==> src/rtl/iob_dbus_split_pkg.sv <==
// iob_dbus_split_pkg: shared types and constants for the IOb data-bus splitter.
//   state_t   : splitter FSM encoding (IDLE / RD_PEND / ERR_RD)
//   ERR_DATA  : read data returned for unmapped reads (error responder)
//   req_w/resp_w and field-offset helpers for the packed IOb buses.
// Request layout  MSB->LSB {avalid, addr, wdata, wstrb}
// Response layout MSB->LSB {rdata, rvalid, ready}
package iob_dbus_split_pkg;

  typedef enum logic [1:0] {
    ST_IDLE    = 2'd0,
    ST_RD_PEND = 2'd1,
    ST_ERR_RD  = 2'd2
  } state_t;

  localparam logic [31:0] ERR_DATA = 32'hDEAD_BEEF;

  // response field positions (independent of widths)
  localparam int RESP_READY_BIT  = 0;
  localparam int RESP_RVALID_BIT = 1;
  localparam int RESP_RDATA_LSB  = 2;

  function automatic int req_w(input int data_w, input int addr_w);
    return 1 + addr_w + data_w + data_w / 8;
  endfunction

  function automatic int resp_w(input int data_w);
    return data_w + 2;
  endfunction

  function automatic int req_wdata_lsb(input int data_w);
    return data_w / 8;
  endfunction

  function automatic int req_addr_lsb(input int data_w);
    return data_w + data_w / 8;
  endfunction

  function automatic int req_avalid_bit(input int data_w, input int addr_w);
    return addr_w + data_w + data_w / 8;
  endfunction

endpackage

==> src/rtl/iob_dbus_split_if.sv <==
// iob_dbus_split_if: bundle of the master-side and slave-side IOb buses.
//   m_req  : master request            (REQ_W)
//   m_resp : master response           (RESP_W)
//   s_req  : slave requests, slave k at [k*REQ_W +: REQ_W]
//   s_resp : slave responses, slave k at [k*RESP_W +: RESP_W]
// Modports:
//   slave  : the splitter's view (it is the CPU's slave)
//   master : the environment's view (CPU + downstream slaves)
interface iob_dbus_split_if #(
  parameter int DATA_W   = 32,
  parameter int ADDR_W   = 32,
  parameter int N_SLAVES = 4
);
  import iob_dbus_split_pkg::*;

  localparam int REQ_W  = req_w(DATA_W, ADDR_W);
  localparam int RESP_W = resp_w(DATA_W);

  logic [REQ_W-1:0]           m_req;
  logic [RESP_W-1:0]          m_resp;
  logic [N_SLAVES*REQ_W-1:0]  s_req;
  logic [N_SLAVES*RESP_W-1:0] s_resp;

  modport slave  (input  m_req, s_resp, output m_resp, s_req);
  modport master (output m_req, s_resp, input  m_resp, s_req);

endinterface

==> src/rtl/iob_dbus_split_err.sv <==
// iob_dbus_split_err: internal responder for accesses to unmapped selects.
//   hit    in  : IDLE and the current request selects no slave
//   err_rd in  : FSM is in ERR_RD (the cycle after an unmapped read accept)
//   ready  out : immediate acceptance of the unmapped request
//   rvalid out : read completion during ERR_RD
//   rdata  out : ERR_DATA truncated / zero-extended to DATA_W during ERR_RD
module iob_dbus_split_err
  import iob_dbus_split_pkg::*;
#(
  parameter int DATA_W = 32
) (
  input  logic              hit,
  input  logic              err_rd,
  output logic              ready,
  output logic              rvalid,
  output logic [DATA_W-1:0] rdata
);

  assign ready  = hit;
  assign rvalid = err_rd;
  assign rdata  = err_rd ? DATA_W'(ERR_DATA) : '0;

endmodule

==> src/rtl/iob_dbus_split.sv <==
// iob_dbus_split: routes one IOb master to N_SLAVES slaves by the address
// select field addr[SEL_LSB +: SEL_W], and steers the single outstanding
// read's rvalid/rdata back from the slave that accepted it.
// Ports:
//   clk_i  in  : clock
//   rst_i  in  : synchronous active-high reset
//   cke_i  in  : clock enable; state, rsp_sel and err_o hold when low
//   bus        : iob_dbus_split_if.slave (m_req/m_resp/s_req/s_resp)
//   err_o  out : sticky unmapped-access flag
// Optional feature macro: IOB_DBUS_SPLIT_ERR_EN
//   defined   : selects >= N_SLAVES go to an internal error responder
//               (reads return ERR_DATA via ERR_RD) and set err_o
//   undefined : selects >= N_SLAVES alias to slave N_SLAVES-1, err_o = 0
module iob_dbus_split
  import iob_dbus_split_pkg::*;
#(
  parameter int DATA_W   = 32,
  parameter int ADDR_W   = 32,
  parameter int N_SLAVES = 4,
  parameter int SEL_W    = 2,
  parameter int SEL_LSB  = ADDR_W - SEL_W
) (
  input  logic           clk_i,
  input  logic           rst_i,
  input  logic           cke_i,
  iob_dbus_split_if.slave bus,
  output logic           err_o
);

  localparam int REQ_W    = req_w(DATA_W, ADDR_W);
  localparam int RESP_W   = resp_w(DATA_W);
  localparam int WSTRB_W  = DATA_W / 8;
  localparam int SEL_BIT0 = req_addr_lsb(DATA_W) + SEL_LSB;
  localparam int AV_BIT   = req_avalid_bit(DATA_W, ADDR_W);

  state_t             state;
  logic [SEL_W-1:0]   rsp_sel;

  logic               avalid, is_read, sel_oob, unmapped, idle, accept;
  logic [SEL_W-1:0]   req_sel, tgt;
  logic               m_ready, m_rvalid;
  logic [DATA_W-1:0]  m_rdata;
  logic               e_ready, e_rvalid;
  logic [DATA_W-1:0]  e_rdata;

  logic [N_SLAVES-1:0]             s_ready, s_rvalid;
  logic [N_SLAVES-1:0][DATA_W-1:0] s_rdata;

  assign avalid  = bus.m_req[AV_BIT];
  assign is_read = (bus.m_req[0 +: WSTRB_W] == '0);
  assign req_sel = bus.m_req[SEL_BIT0 +: SEL_W];
  assign sel_oob = (int'(req_sel) >= N_SLAVES);
  // out-of-range selects alias to the last slave; with the error
  // responder enabled they never reach a slave (unmapped masks them)
  assign tgt     = sel_oob ? SEL_W'(N_SLAVES - 1) : req_sel;
  assign idle    = (state == ST_IDLE);

`ifdef IOB_DBUS_SPLIT_ERR_EN
  assign unmapped = sel_oob;

  iob_dbus_split_err #(.DATA_W(DATA_W)) u_err (
    .hit    (idle & sel_oob),
    .err_rd (state == ST_ERR_RD),
    .ready  (e_ready),
    .rvalid (e_rvalid),
    .rdata  (e_rdata)
  );
`else
  assign unmapped = 1'b0;
  assign e_ready  = 1'b0;
  assign e_rvalid = 1'b0;
  assign e_rdata  = '0;
`endif

  // per-slave unpack of responses and request steering
  for (genvar k = 0; k < N_SLAVES; k++) begin : g_slv
    assign s_ready[k]  = bus.s_resp[k*RESP_W + RESP_READY_BIT];
    assign s_rvalid[k] = bus.s_resp[k*RESP_W + RESP_RVALID_BIT];
    assign s_rdata[k]  = bus.s_resp[k*RESP_W + RESP_RDATA_LSB +: DATA_W];
    assign bus.s_req[k*REQ_W +: REQ_W] =
      (idle && !unmapped && (tgt == SEL_W'(k))) ? bus.m_req : '0;
  end

  // rvalid only comes from the slave recorded at accept time, and only
  // in RD_PEND/ERR_RD, so stray slave rvalids never reach the master
  always_comb begin
    m_ready  = 1'b0;
    m_rvalid = 1'b0;
    m_rdata  = '0;
    unique case (state)
      ST_IDLE:    m_ready = unmapped ? e_ready : s_ready[tgt];
      ST_RD_PEND: begin
        m_rvalid = s_rvalid[rsp_sel];
        m_rdata  = s_rdata[rsp_sel];
      end
      ST_ERR_RD:  begin
        m_rvalid = e_rvalid;
        m_rdata  = e_rdata;
      end
      default: ;
    endcase
  end

  assign bus.m_resp = {m_rdata, m_rvalid, m_ready};
  assign accept     = avalid & m_ready;

  always_ff @(posedge clk_i) begin
    if (rst_i) begin
      state   <= ST_IDLE;
      rsp_sel <= '0;
    end else if (cke_i) begin
      unique case (state)
        ST_IDLE: begin
          if (accept && is_read) begin
            if (unmapped) begin
              state <= ST_ERR_RD;
            end else begin
              rsp_sel <= tgt;
              state   <= ST_RD_PEND;
            end
          end
        end
        ST_RD_PEND: if (s_rvalid[rsp_sel]) state <= ST_IDLE;
        default:    state <= ST_IDLE;
      endcase
    end
  end

`ifdef IOB_DBUS_SPLIT_ERR_EN
  logic err_q;

  always_ff @(posedge clk_i) begin
    if (rst_i)                             err_q <= 1'b0;
    else if (cke_i && accept && unmapped)  err_q <= 1'b1;
  end

  assign err_o = err_q;
`else
  assign err_o = 1'b0;
`endif

endmodule

==> src/flat_wrapper.sv <==
// flat-port wrapper written by rule: the top's interface ports become plain ports
module iob_dbus_split_flat import iob_dbus_split_pkg::*;
#(
  parameter int DATA_W   = 32,
  parameter int ADDR_W   = 32,
  parameter int N_SLAVES = 4,
  parameter int SEL_W    = 2,
  parameter int SEL_LSB  = ADDR_W - SEL_W
)
  (clk_i, rst_i, cke_i, err_o, bus_m_req, bus_s_resp, bus_m_resp, bus_s_req);
  iob_dbus_split_if #(.DATA_W(DATA_W), .ADDR_W(ADDR_W), .N_SLAVES(N_SLAVES)) bus_i ();
  input  logic clk_i;
  input  logic rst_i;
  input  logic cke_i;
  output logic err_o;
  input wire logic [$bits(bus_i.m_req)-1:0] bus_m_req;
  input wire logic [$bits(bus_i.s_resp)-1:0] bus_s_resp;
  output wire logic [$bits(bus_i.m_resp)-1:0] bus_m_resp;
  output wire logic [$bits(bus_i.s_req)-1:0] bus_s_req;
  assign bus_i.m_req = bus_m_req;
  assign bus_i.s_resp = bus_s_resp;
  assign bus_m_resp = bus_i.m_resp;
  assign bus_s_req = bus_i.s_req;
  iob_dbus_split #(.DATA_W(DATA_W), .ADDR_W(ADDR_W), .N_SLAVES(N_SLAVES), .SEL_W(SEL_W), .SEL_LSB(SEL_LSB)) u_core (.clk_i(clk_i), .rst_i(rst_i), .cke_i(cke_i), .bus(bus_i), .err_o(err_o));
endmodule
==> config.mk <==
export PLATFORM = sky130hd
export DESIGN_NAME = iob_dbus_split_flat
export DESIGN_NICKNAME = d
export VERILOG_FILES = /design/src/rtl/iob_dbus_split_pkg.sv /design/src/rtl/iob_dbus_split_if.sv /design/src/rtl/iob_dbus_split_err.sv /design/src/rtl/iob_dbus_split.sv /design/src/flat_wrapper.sv
export SDC_FILE = /design/constraint.sdc
export NUM_CORES = 1
export LEC_CHECK = 0
export BUFFER_PORTS_ARGS = -buffer_cell sky130_fd_sc_hd__buf_2
export CELL_PAD_IN_SITES_DETAIL_PLACEMENT = 0
export CELL_PAD_IN_SITES_GLOBAL_PLACEMENT = 1
export CORE_AREA = 2 2 203 205
export CTS_CLUSTER_DIAMETER = 200
export DETAILED_ROUTE_END_ITERATION = 12
export DIE_AREA = 0 0 205 207
export HOLD_SLACK_MARGIN = 0.03
export PLACE_DENSITY = 0.52
export SYNTH_ARGS = -nofsm -noshare
export SYNTH_HDL_FRONTEND = slang
export SYNTH_SLANG_ARGS = --single-unit
==> constraint.sdc <==
create_clock -name clk_i -period 1.33 [get_ports clk_i]
set_input_delay 0 -clock clk_i [delete_from_list [all_inputs] [get_ports clk_i]]
set_output_delay 0 -clock clk_i [all_outputs]
set_load 0.02 [all_outputs]
# Word-level counts from Yosys, hierarchy flattened
# Cells that the tools add are included.
[classes] bitwise=1 order_cmp=2 mux=16 n_eq_ne=6 n_reduce_logical=10
[op_table] cell="69-bit 2-to-1 mux" n=4
[op_table] cell="32-bit binary-select mux with 2-bit select" n=1
[op_table] cell="32-bit 2-to-1 mux" n=2
[op_table] cell="2-bit by 3-bit less-than comparator with 1-bit output, second input constant" n=2
[op_table] cell="3-bit AND reduction" n=2
[op_table] cell="1-bit logical AND" n=5
[op_table] cell="1-bit binary-select mux with 2-bit select" n=2
[op_table] cell="2-bit by 1-bit == test with 1-bit output, second input constant" n=2
[op_table] cell="2-bit == test, second input constant" n=2
[op_table] cell="2-bit zero test" n=2
[op_table] cell="4-bit zero test" n=1
[op_table] cell="1-bit 2-to-1 mux" n=4
[op_table] cell="2-bit 2-to-1 mux" n=2
[op_table] cell="2-bit one-hot mux with 2 select lines" n=1
[op_table] cell="2-bit by 1-bit inequality test with 1-bit output, second input constant" n=1
[op_table] cell="2-bit inequality test, second input constant" n=1
[op_table] cell="1-bit bitwise AND" n=1
[word_totals] output_inout_bits=311 word_cells=37 input_bits=208 reg_bits=4

# Depth between registers and ports, before layout
# Gate-level depths: netlist of run 1.
[logic_depth] word_depth=7 ltp_mapped=6 mapped_depth_nobuf=4

# Worst setup path before layout of run 1
# Ideal clock, no wire load.
[synth_path] path_type="register -> output" from="register u_core.rsp_sel[0]" to="output bus_m_resp[10]" path_slack_ns=-0.072 stages_incl_launch_ff=5 n_path_buf=2 arrival_ns=1.402 required_ns=1.330 path_cell_list="dfxtp_1 > buf_2 > buf_6 > mux4_2 > and2_1"
[synth_between] elab_chain_len=3
[synth_lines] element="start, declared" line="iob_dbus_split.sv:37" rtl="logic [SEL_W-1:0] rsp_sel;"
[synth_lines] element="start signal, assigned" line="iob_dbus_split.sv:118" rtl="rsp_sel <= tgt;"
[synth_lines] element="32-bit binary-select mux with 2-bit select" line="iob_dbus_split.sv:94" rtl="m_rdata = s_rdata[rsp_sel];"
[synth_lines] element="32-bit 2-to-1 mux (not written as such)" line="iob_dbus_split.sv:94"
[synth_lines] element="32-bit 2-to-1 mux" line="iob_dbus_split.sv:90" rtl="unique case (state)"
[synth_lines] element="end, declared" line="flat_wrapper.sv:18" rtl="output wire logic [$bits(bus_i.m_resp)-1:0] bus_m_resp;"
# Every way passes these cells. The select of a mux whose other input is x is not followed.

# Worst setup path after layout of run 1
[layout_path] from="register u_core.rsp_sel[0]" to="output bus_m_resp[2]"
# The elaborated chain is that of the path after synthesis.

==> results.md, run 1 <==
Run status:
- The run finished, with violations left.
- The final reports fail on setup timing.

Synth:
- In the synthesized netlist, the number of instances is ~420.
- The cell area after synthesis is between 3000 and 4000 um^2.
- Dividing the synthesized area by the synthesized cell count gives 7.49 um^2.
- The total of warnings raised by yosys is 0.
- The number of library cell types mapped by synthesis is 27.
- The count of state elements after synthesis is 3.
- For this run, the register share of the synthesized area comes to 0.0192.

Power and ir drop:
- Dividing total power by cell area gives a power density of around 360 nW/um^2.
- The total internal power is approximately 0.002 W.
- The fraction of power consumed by sequential logic is 0.026.
- The clock network fraction of design power is 0.140.
- The net switching component of the power is 0.00143 W.
- The maximum VDD drop is between 0.2 and 0.3 mV.
- The switching fraction of total power is 0.418.
- The analysis attributes to cell leakage a power of 4.85 nW.
- Of the total power, combinational logic draws 0.834.

Floorplan:
- The number of top-level pins is 519.
- The initial cell density of the core is 0.0774.
- The die covers 42,400 um^2.
- In this run the vertical extent of the chip is 207 um.
- The horizontal die dimension is between 200 and 250 um.
- The core area is about 40,000 um^2.
- The floorplan has 74 rows.

Routing:
- The mean routed wirelength per cell is ~20 um.
- After detailed routing, the number of remaining DRC violations is 0.
- The wire length on met3 is between 2 and 2.5 mm.
- In the routed layout, each cell is associated on average with a via count of between 3 and 4.
- The total vias in the final route is 5,534.
- After detailed routing, no signal wire sits above met5.
- The number of optimization iterations in the first detailed-route pass is 4.
- The wire length after detailed routing is 30.2 mm.
- The detailed router put a total of 10.4 mm of wire on met1.
- In this run the remaining antenna-violating nets after routing total 0.
- The iteration-0 DRC count of the detailed router is 180.
- The met2 routed wirelength is 17.0 mm.

Finish:
- At the end of the flow, the number of nets in the layout was approximately 1,200.
- The library cell used most frequently in the layout, excluding fill and tap cells, is buf_2.
- The utilization of the core after routing is 0.234.
- Of the cells placed in the final design, the portion with a size suffix greater than 1 is 0.840.
- Compared with the post-synthesis result, the final layout area differs by 203%.
- The filler cells instantiated in the layout total 4,395.
- Leaving out fill and tap cells, the most frequent cells in the layout are buf_2, buf_6, and2_4.

Critical path:
- The critical path arrival is approximately 1.7 ns.
- Of all nets on the critical path, the largest fanout is 11.
- The critical path data required time is approximately 1.3 ns.
- By startpoint and endpoint, the worst setup path is classified as flop to output pin.
- STA classifies the critical path startpoint as a flop.
- The worst setup path is captured at an output pin.

Clock network:
- The clock reaches the later pin of the worst-skew pair after about 0.22 ns.
- CTS built an H-tree with a depth of 1.
- Clock tree synthesis found a total of 3 sinks.
- Clock tree synthesis inserted a total of 3 buffers.
- The clock passes through at most 2 buffers.
- After clock tree synthesis, the clock-pin slew on the worst setup and hold paths is ~0.03 ns.
- TritonCTS built the clock tree.
- In this run the clock root is driven by a clkbuf_16.

Placed design:
- In this run the tool buffered the top-level ports with roughly 500 buffer cells.
- The worst slack at placement is -0.187 ns.
- The final estimated routing congestion in global placement is 0.842.
- The half-perimeter wire length after detailed placement is approximately 19 mm.

Timing:
- On the final layout, the worst clock skew is between 0.003 and 0.004 ns.
- The max-slew violation total from the final report is 0.
- In the post-route analysis, the smallest setup slack over all paths is -0.334 ns.
- Setup repair after global routing could not meet its margin everywhere.
- Counting I/O delays and the setup requirement, the final critical path takes 1.66 ns.
- Based on the critical path, the design can be clocked at up to roughly 600 MHz.
- The setup-violating endpoint count in the final report is ~310.
- The ratio of final minimum period to clock period is 1.25.
- The hold violation total from the final report is 0.

Global route:
- The largest net degree at the start of global routing is 53.
- The first global-routing pass estimated approximately 37 mm of wire.
- The via count of the first global-routing pass is around 5,500.
- The global routing usage summed across all routing layers is 0.120.
- The initial antenna violation count is 7.
- The leftover overflow at the end of global routing is 0.

Job:
- The max-cap violation count is 0.

Worst hold path:
- The type of the worst min-delay path is primary input to flop.
critical path, cell delays in order, from the launching register on:
cell and delay [ns]:
dfxtp_4 0.42, buf_12 0.18, mux4_2 0.52, and2_4 0.17, buf_4 0.15
power by group through the flow:
stage	clock (W)	combinational, W	sequential [W]
global route	0.000495	0.00300	0.0000902
CTS	0.000490	0.00256	0.0000902
detailed placement	0	0.00183	0.0000931
global placement	0	0.00184	0.0000931
finish	0.000480	0.00286	0.0000901
floorplan	0	0.000924	0.0000926
metrics by stage:
stage / hold WS (ns) / cell area [um^2] / setup TNS, ns / total power [W] / std cells
after global placement: 0.193 / 6480 / -7.25 / 0.00194 / 1440
after CTS: 0.135 / 8490 / -78.12 / 0.00314 / 1490
after detailed placement: 0.192 / 6480 / -7.97 / 0.00193 / 1440
after floorplan: 0.0691 / 3150 / -0.156 / 0.00102 / 421
after global routing: 0.152 / 9460 / -88.85 / 0.00359 / 1501
final: 0.119 / 9460 / -71.22 / 0.00343 / 1502
sequential cells by signal (all words and copies together), names as in the netlist:
signal          cells
u_core.rsp_sel      2
u_core.state        1
cells in the mapped netlist (all sizes together):
cell type	count	share of area
clkbuf	34	0.042
nand3	1	0.0016
nand2b	1	0.0020
o21a	1	0.0024
or3	1	0.0020
mux2	1	0.0036
mux2i	1	0.0032
and3	67	0.13
and2	234	0.47
a2bb2oi	1	0.0048
buf	21	0.048
inv	2	0.0024
dfxtp	3	0.019
o21ai	2	0.0032
conb	1	0.0012
a31oi	1	0.0020
a21oi	2	0.0032
or3b	1	0.0028
a211oi	1	0.0024
nor2	5	0.0060
nor4	1	0.0020
nor3	2	0.0048
mux4	33	0.24
layer usage:
metal  up-vias  global-route usage
met5         -                   0
met4         4              0.0231
met3        30              0.0164
met2       336               0.253
met1      2666               0.122
li1       2498                   -
repair_timing:
action,CTS,global route
pin swaps,80,39
cloned,20,10
endpoints found under the hold margin,2,0
endpoints found under the setup margin,307,307
resized for setup,378,277
buffers inserted,25,6
hold buffers,1,0
cells by family (layout without fill, tap and decap cells):
group                  count (synthesis)  in the layout  synth area share
flip-flops                             3              3            0.0192
multiplexers                          35             35             0.245
AND/OR/NAND/NOR                      313            313             0.624
other                                  1              8           0.00120
AO/OA/AOI/OAI                          8              8            0.0180
buffers and inverters                 57            603            0.0925
path summary, 6_finish.rpt:
| path | start | endpoint | slack, ns | cells after the start |
|---|---|---|---|---|
| worst min register to register | u_core.rsp_sel[0] | u_core.rsp_sel[0] | 0.73 | 3 |
| worst min-delay path | cke_i | u_core.state[0] | 0.12 | 3 |
| worst max register to register | u_core.rsp_sel[0] | u_core.state[0] | -0.25 | 5 |
| worst max-delay path | u_core.rsp_sel[0] | bus_m_resp[2] | -0.33 | 4 |
cell type report:
cell class	count	area, um^2	area share
Timing Repair Buffer	597	5330	0.563
Multi-Input combinational cell	361	3300	0.349
Tap cell	532	666	0.0704
Clock buffer	4	78.8	0.00833
Sequential cell	3	65.1	0.00688
Inverter	2	7.51	0.000794
Antenna cell	3	7.51	0.000794
Note: power is estimated with default switching activity, not from simulation.
==> run 2: changes to the inputs <==
CORE_AREA = 2 2 204 206   (was 2 2 203 205)
DIE_AREA = 0 0 206 208   (was 0 0 205 207)
REMOVE_ABC_BUFFERS = 1   (was not set)
SYNTH_HIERARCHICAL = 1   (was not set)
==> run 2 against run 1 <==
Effect of this change: synthesized area up 1.1%; clock skew about the same; combinational power up 9.8%; worst hold slack better by 0.011 ns; largest power group unchanged; sequential share of layout area about the same; power up 8.2%; the flow still finishes with violations (setup timing); core utilization up 2.3 points; global-route usage up 0.067 points.
==> results.md, run 2 <==
Placed design:
- The final estimated routing congestion in global placement is 0.797.
- The number of placed instances, taps included, is between 1,000 and 1,500.
- Buffers placed on the I/O ports in this run total 513.
- The half-perimeter wire length after detailed placement is between 15 and 20 mm.

Timing:
- The relative max-transition margin is 0.645.
- Once routing completed, OpenROAD measured the worst setup slack at -0.304 ns.
- For the pin with the worst max-slew slack, the measured transition is between 0.5 and 0.6 ns.
- The setup-violating endpoint count in the final report is a little over 300.
- Setup repair after global routing could not meet its margin everywhere.
- The final critical path time including I/O delays and setup is about 1.6 ns.
- In the finished design, the share of the clock period the worst path needs comes to 1.23.
- The hold violation total from the final report is 0.
- The worst-case hold slack is between 0.1 and 0.15 ns.
- The max-slew violation total from the final report is 0.
- The accumulated negative setup slack is -57.06 ns.
- The worst clock skew is approximately 0.0035 ns.
- The maximum achievable frequency is about 610 MHz.

Critical path:
- The largest individual stage delay along the critical path comes from the cell mux4_2.
- The launching point of the worst reg2reg path is u_core/rsp_sel[0].
- The dominant delay contributor by cell family on the critical path is multiplexers.
- The biggest cell delay along the critical path is 0.51 ns.
- The launching instance or port of the critical path is u_core/rsp_sel[0].
- The type of the worst setup path is flop to output pin.
- Data on the critical path is required at its endpoint by between 1 and 1.5 ns.
- The critical path arrival is 1.63 ns.
- The worst flop-to-flop path endpoint is u_core/state[0].
- In this run the worst path has a maximum fanout of 6.
- The end of the critical path is bus_m_resp[1].
- The count of buffer and inverter cells on the critical path is 2.
- The worst setup slack for register-to-register paths is -0.26 ns.
- STA classifies the critical path startpoint as a flop.
- The critical path endpoint category is an output pin.
- The length in cells of the worst reg-to-reg path is 5.
- The critical path crosses 4 cells after its start point.
- Walking the worst path, the cells encountered are buf_4, mux4_2, and2_4, buf_6.

Power and ir drop:
- Summed over all cells, the static leakage comes to a little over 5 nW.
- IR analysis of the VDD net gives a maximum drop of roughly 0.38 mV.
- For this design the ratio of total power to cell area is around 350 nW/um^2.

Finish:
- The library cell used most frequently in the layout, excluding fill and tap cells, is buf_6.
- The flip-flop count of the largest register, all copies and words added is 2.
- The total number of nets in the final design is between 1,000 and 1,500.
- The utilization of the core after routing is 0.258.
- Of the cells placed in the final design, the portion with a size suffix greater than 1 is 0.941.
- Once layout is complete, the cells apart from fillers number between 1,500 and 2,000.
- The register ranked first by flip-flop count is u_core/rsp_sel.
- The area growth from synthesis to layout is 231%.
- Leaving out fill and tap cells, the most frequent cells in the layout are buf_6, buf_2, and2_4.
- Counting the fill cells in the layout gives around 4,300.
- The largest registers in the layout are u_core/rsp_sel (2), u_core/state (1).

Clock network:
- The number of levels the H-tree was split into is 1.
- Clock-pin slew was measured on the worst setup and hold paths at roughly 0.03 ns.
- The CTS buffer count is 3.
- The CTS root buffer is clkbuf_16.
- TritonCTS built the clock tree.
- The clock sink total is 3.
- The longest clock path from root to sink contains 2 buffers.
- The later pin in the worst-skew pair is clocked with a latency of 0.23 ns.

Synth:
- The prevailing post-synth register cell is dfxtp_1.
- Of the post-synthesis cell area, the dominant cell type holds 0.464.
- The gate count after technology mapping is between 400 and 500.
- After synthesis, the cell types taking the most area are and2_1, mux4_2, and3_2.
- The count of state elements after synthesis is 3.
- The number of enable flip-flop cells after synthesis is 0.
- The commonest cells after synthesis are and2_1, and3_2, mux4_2.
- Yosys instantiated no cell more often than and2_1.
- The library cell occupying the most area in the post-synthesis netlist is and2_1.
- Of all flip-flops after synthesis, the portion carrying an async set or reset was 0.
- The number of library cell types mapped by synthesis is 29.
- After synthesis the cells add up to around 3200 um^2.
- The average cell area after synthesis is between 7 and 8 um^2.
- The total of warnings raised by yosys is 6.
- The sequential area share after synthesis is 0.0190.

Floorplan:
- The floorplan step defined a die boundary enclosing roughly 43,000 um^2.
- The core area is ~40,000 um^2.
- In this run the core area contains 74 standard-cell rows.
- The horizontal die dimension is around 210 um.
- slightly above 500 I/O pins were placed.
- The initial cell density of the core is 0.0779.
- The height of the die is between 200 and 250 um.

Routing:
- The first routing iteration left between 200 and 250 violations.
- The final layout contains routed wiring with a total length of 31.9 mm.
- The total vias in the final route is 5,664.
- The remaining routing DRC violations is 0.
- The number of nets still failing antenna checks after routing is 0.
- The first detailed-routing pass ran for 4 iterations.
- The mean routed wirelength per cell is 21.1 um.
- After detailed routing, the number of vias per cell comes to ~3.7.

Global route:
- The leftover overflow at the end of global routing is 0.
- The via count of the first global-routing pass came to roughly 5,700.
- The largest net degree at the start of global routing is 42.
- The global-route wire length before repair is about 38 mm.
- The global routing usage summed across all routing layers is 0.121.
- The initial antenna violation count came to 5.

Worst hold path:
- The type of the worst min-delay path is primary input to flop.

Run status:
- The run finished, with violations left.
- The checks that failed: setup timing.

Job:
- The max-cap violation count is 0.
[run 2: cell types whose count changed after synthesis, sizes merged]
| cell | change |
|---|---|
| clkbuf | +6 |
| buf | -6 |
[run 2: worst min-delay path by stage]
stage                from  cells after the start           endpoint
global route        cke_i                      3    u_core/state[0]
floorplan           rst_i                      1  u_core/rsp_sel[0]
CTS                 cke_i                      3    u_core/state[0]
global placement    rst_i                      2  u_core/rsp_sel[1]
detailed placement  rst_i                      2  u_core/rsp_sel[1]
finish              cke_i                      3    u_core/state[0]
[run 2: kinds of logic (layout without fill, tap and decap cells)]
group / Yosys count / count (layout) / synth area share
muxes: 35 / 35 / 0.242
AOI/OAI and AO/OA: 8 / 8 / 0.0178
other: 1 / 6 / 0.00119
and+or+nand+nor: 313 / 313 / 0.633
buffers and inverters: 57 / 616 / 0.0872
DFF: 3 / 3 / 0.0190
[run 2: repair_timing]
| action | in CTS | in global routing |
|---|---|---|
| hold buffers | 1 | 0 |
| gates resized for setup | 448 | 475 |
| buffers inserted | 27 | 19 |
| hold endpoints to repair | 2 | 0 |
| gates cloned | 18 | 14 |
| pin swaps | 88 | 91 |
| endpoints found under the setup margin | 307 | 307 |
[run 2: tightest hold or removal path, cell delays in order]
cell     delay (ns)
buf_2          0.13
a31oi_4        0.09
o21a_1         0.09
[run 2: metrics by stage]
step,power (W),setup WS [ns],instance area (um^2)
floorplan,0.000961,-1.80,2910
global placement,0.00195,-0.282,6530
detailed placement,0.00195,-0.227,6530
CTS,0.00320,-0.324,8700
global route,0.00387,-0.351,10400
finish,0.00371,-0.304,10500
[run 2: where the power goes]
| group | switching, W | internal (W) |
|---|---|---|
| clock network | 0.0000863 | 0.000396 |
| registers | 0.00000103 | 0.0000874 |
| logic | 0.00144 | 0.00169 |
[run 2: area by class of cell]
class	instances	area, um^2	share of cell area
Sequential cell	3	67.6	0.00646
Inverter	2	7.51	0.000718
Multi-Input combinational cell	361	3660	0.350
Clock buffer	4	78.8	0.00754
Antenna cell	1	2.50	0.000239
Timing Repair Buffer	610	5970	0.571
Tap cell	532	666	0.0637
[run 2: routing by layer]
metal  vias up  GRT usage  wire length (um)
li1       2527          -                 -
met1      2724      0.125             11100
met2       370      0.252             17500
met3        43     0.0150              2480
met4         0     0.0222               731
met5         -          0                 0
==> run 3: changes to the inputs <==
==> constraint.sdc (replaced) <==
create_clock -name clk_i -period 1.33 [get_ports clk_i]
set_input_delay 0.266 -clock clk_i [delete_from_list [all_inputs] [get_ports clk_i]]
set_output_delay 0.266 -clock clk_i [all_outputs]
set_load 0.02 [all_outputs]
==> run 3 against run 2 <==
Effect of this change: the flow still finishes with violations (setup timing); sequential power up 2%; fmax down 15%; sequential share of layout area about the same; die area unchanged; critical path depth up 1; setup slack worse by 0.29 ns; via count down 0.81%; largest cell class unchanged; highest routed layer unchanged.
==> results.md, run 3 (synthesis results as in run 2) <==
Clock network:
- The worst-skew pair later-pin latency is 0.22 ns.
- In this run the number of H-tree levels came out at 1.
- The clock passes through at most 2 buffers.
- Counting the buffers created by CTS gives 3.
- The CTS root buffer is clkbuf_16.
- The clock tree from TritonCTS is built.
- The clock drives 3 sinks.
- The clock edge transition at the registers on the reported setup and hold paths is about 0.03 ns.
- After clock tree synthesis, the flow added hold-fix buffers numbering 0.

Timing:
- The final critical path time including I/O delays and setup is a little under 2 ns.
- The max-slew violation total from the final report came to 0.
- The worst setup margin is -0.598 ns.
- Setup repair after global routing could not meet its margin everywhere.
- The worst clock skew is 0.00103 ns.
- The ratio of final minimum period to clock period is 1.45.
- The setup-violating endpoint count in the final report is between 300 and 400.
- For this run, the top clock speed supported by timing is just over 500 MHz.
- After routing, the total negative slack on setup checks comes to -149.17 ns.
- The hold violation total from the final report is 0.

Placed design:
- The placed cell area is between 6000 and 7000 um^2.
- The cell count after placement is roughly 1,400.
- Port buffering added 513 buffers.
- The congestion estimate from routability-driven global placement came to slightly below 0.8.
- The half-perimeter wire length after detailed placement is just under 20 mm.

Routing:
- The met2 routed wirelength is 17.9 mm.
- Dividing the detail-routed wire length by the instance count gives 21.5 um.
- The wire length after detailed routing is roughly 32 mm.
- Detailed routing placed a total of about 2.3 mm of wire on met3.
- The total vias in the final route is between 5,000 and 6,000.
- In this run the top signal layer used is met4.
- For this block, the initial DRC count from the detailed router was about 150.
- Dividing the detail-routed via count by the number of cells gives roughly 3.7.
- Before antenna repair, the detailed router went through 4 iterations.
- The met1 routed wirelength after detailed routing is 11.4 mm.
- The remaining routing DRC violations is 0.
- The count of nets left with antenna violations once routing finished came out at 0.

Floorplan:
- The initial cell density of the core is 0.0779.
- In this run the count of I/O pins placed on the die edge is 519.
- The area of the die is roughly 43,000 um^2.
- The floorplan has 74 rows.
- The horizontal die dimension is between 200 and 250 um.
- Measured along the y axis, the die boundary spans roughly 210 um.
- The core area is a little over 40,000 um^2.

Critical path:
- The critical path in this run is classified as flop to output pin.
- Measured in cells, the most critical reg-to-reg path has a length of 8.
- The critical path arrival is about 1.7 ns.
- The critical path data required time is between 1 and 1.5 ns.
- In this run the worst path has a maximum fanout of 5.
- The category of the worst setup path launch point is a flop.
- The critical path endpoint category is an output pin.
- Setup slack on the worst reg-to-reg path comes out at -0.37 ns.

Run status:
- The final reports fail on setup timing.
- The flow ran to the end, but the final reports show violations.

Finish:
- The flip-flop count of the largest register, all copies and words added is 2.
- The multi-input combinational cells in the finished layout cover a total of roughly 3700 um^2.
- The fill cell instance count of the final layout is 4,317.
- Of the cells placed in the final design, the portion with a size suffix greater than 1 is 0.935.
- In the final layout, flip-flops and latches occupy around 65 um^2.
- The finished cells cover between 10,000 and 15,000 um^2.
- In the layout the commonest cells are buf_6, buf_2, and2_4.
- The total number of nets in the final design is between 1,000 and 1,500.
- In the final layout, the registers with the most flip-flops are u_core/rsp_sel (2), u_core/state (1).
- The commonest non-fill, non-tap cell in the layout is buf_6.
- The area growth from synthesis to layout is 228%.
- The number of standard cells in the layout, taps in and fillers out is 1,507.
- The register ranked first by flip-flop count is u_core/rsp_sel.

Power and ir drop:
- In this run the power density over the cells is ~360 nW/um^2.
- Internal power comes to roughly 0.0022 W.
- The analysis attributes to net switching a power of 0.00154 W.
- Summed over all cells, the static leakage comes to 4.98 nW.
- Of the total power, the share spent switching nets is 0.414.
- The share of total power dissipated in sequential elements is 0.024.
- Of the total power, combinational logic draws 0.847.
- VDD sags by at most about 0.22 mV.
- The clock network fraction of design power is 0.128.

Global route:
- The via count of the first global-routing pass was around 5,700.
- The initial antenna violation count is 3.
- The largest net degree at the start of global routing is 40.
- Across every metal layer, demand over resource in global routing totals 0.125.
- The global-route wire length before repair is approximately 38 mm.
- The leftover overflow at the end of global routing is 0.

Job:
- Across the run, the number of max-cap violations was 0.

Worst hold path:
- The cell count of the worst hold path is 2.
- The type of the worst min-delay path is primary input to flop.
run 3: changes by cell type in the layout (fill, tap and decap cells not counted), moves of 2 or more:
cell       previous run  this run
and2_1               26        40
and2_4              208       194
and3_1               13         5
and3_4               53        62
buf_16               11        13
buf_2               226       221
buf_4                32        39
buf_6               287       280
clkbuf_16            14        10
run 3: critical path, stage by stage (launching register included):
cell and delay, ns:
dfxtp_4 0.40, buf_12 0.13, buf_16 0.12, mux4_2 0.49, and2_4 0.17, buf_6 0.12
run 3: through the flow:
step	power (W)	hold WS, ns	worst slack, ns	util
finish	0.00371	0.235	-0.598	0.256
global placement	0.00196	0.467	-0.493	0.161
global route	0.00387	0.243	-0.645	0.256
floorplan	0.000961	0.335	-2.07	-
CTS	0.00341	0.235	-0.613	0.229
detailed placement	0.00195	0.468	-0.553	0.161
run 3: path summary, 6_finish.rpt:
path,endpoint,startpoint
hold reg to reg,u_core/rsp_sel[1],u_core/rsp_sel[1]
setup / recovery,bus_m_resp[29],u_core/rsp_sel[0]
setup reg to reg,u_core/rsp_sel[0],u_core/state[0]
hold / removal,u_core/rsp_sel[0],rst_i
run 3: layer usage:
metal  GRT usage  up-vias
met2       0.264      370
met5           0        -
met3      0.0143       50
met1       0.127     2690
met4      0.0286        0
li1            -     2508
run 3: cell type report:
type | count | area share
Clock buffer | 4 | 0.00761
Multi-Input combinational cell | 361 | 0.353
Sequential cell | 3 | 0.00628
Timing Repair Buffer | 603 | 0.568
Antenna cell | 2 | 0.000483
Tap cell | 532 | 0.0642
Inverter | 2 | 0.000724
run 3: timing repair:
action                                  CTS  global route
gates resized for setup                 570           362
cloned                                   25            11
buffers inserted                         31             8
endpoints found under the setup margin  309           309
pin swaps                               115            48
run 3: power by group through the flow:
stage | Combinational (W) | Clock (W) | Sequential [W]
global route | 0.00329 | 0.000495 | 0.0000900
finish | 0.00315 | 0.000477 | 0.0000900
CTS | 0.00283 | 0.000486 | 0.0000899
global placement | 0.00187 | 0 | 0.0000929
detailed placement | 0.00186 | 0 | 0.0000929
floorplan | 0.000865 | 0 | 0.0000964
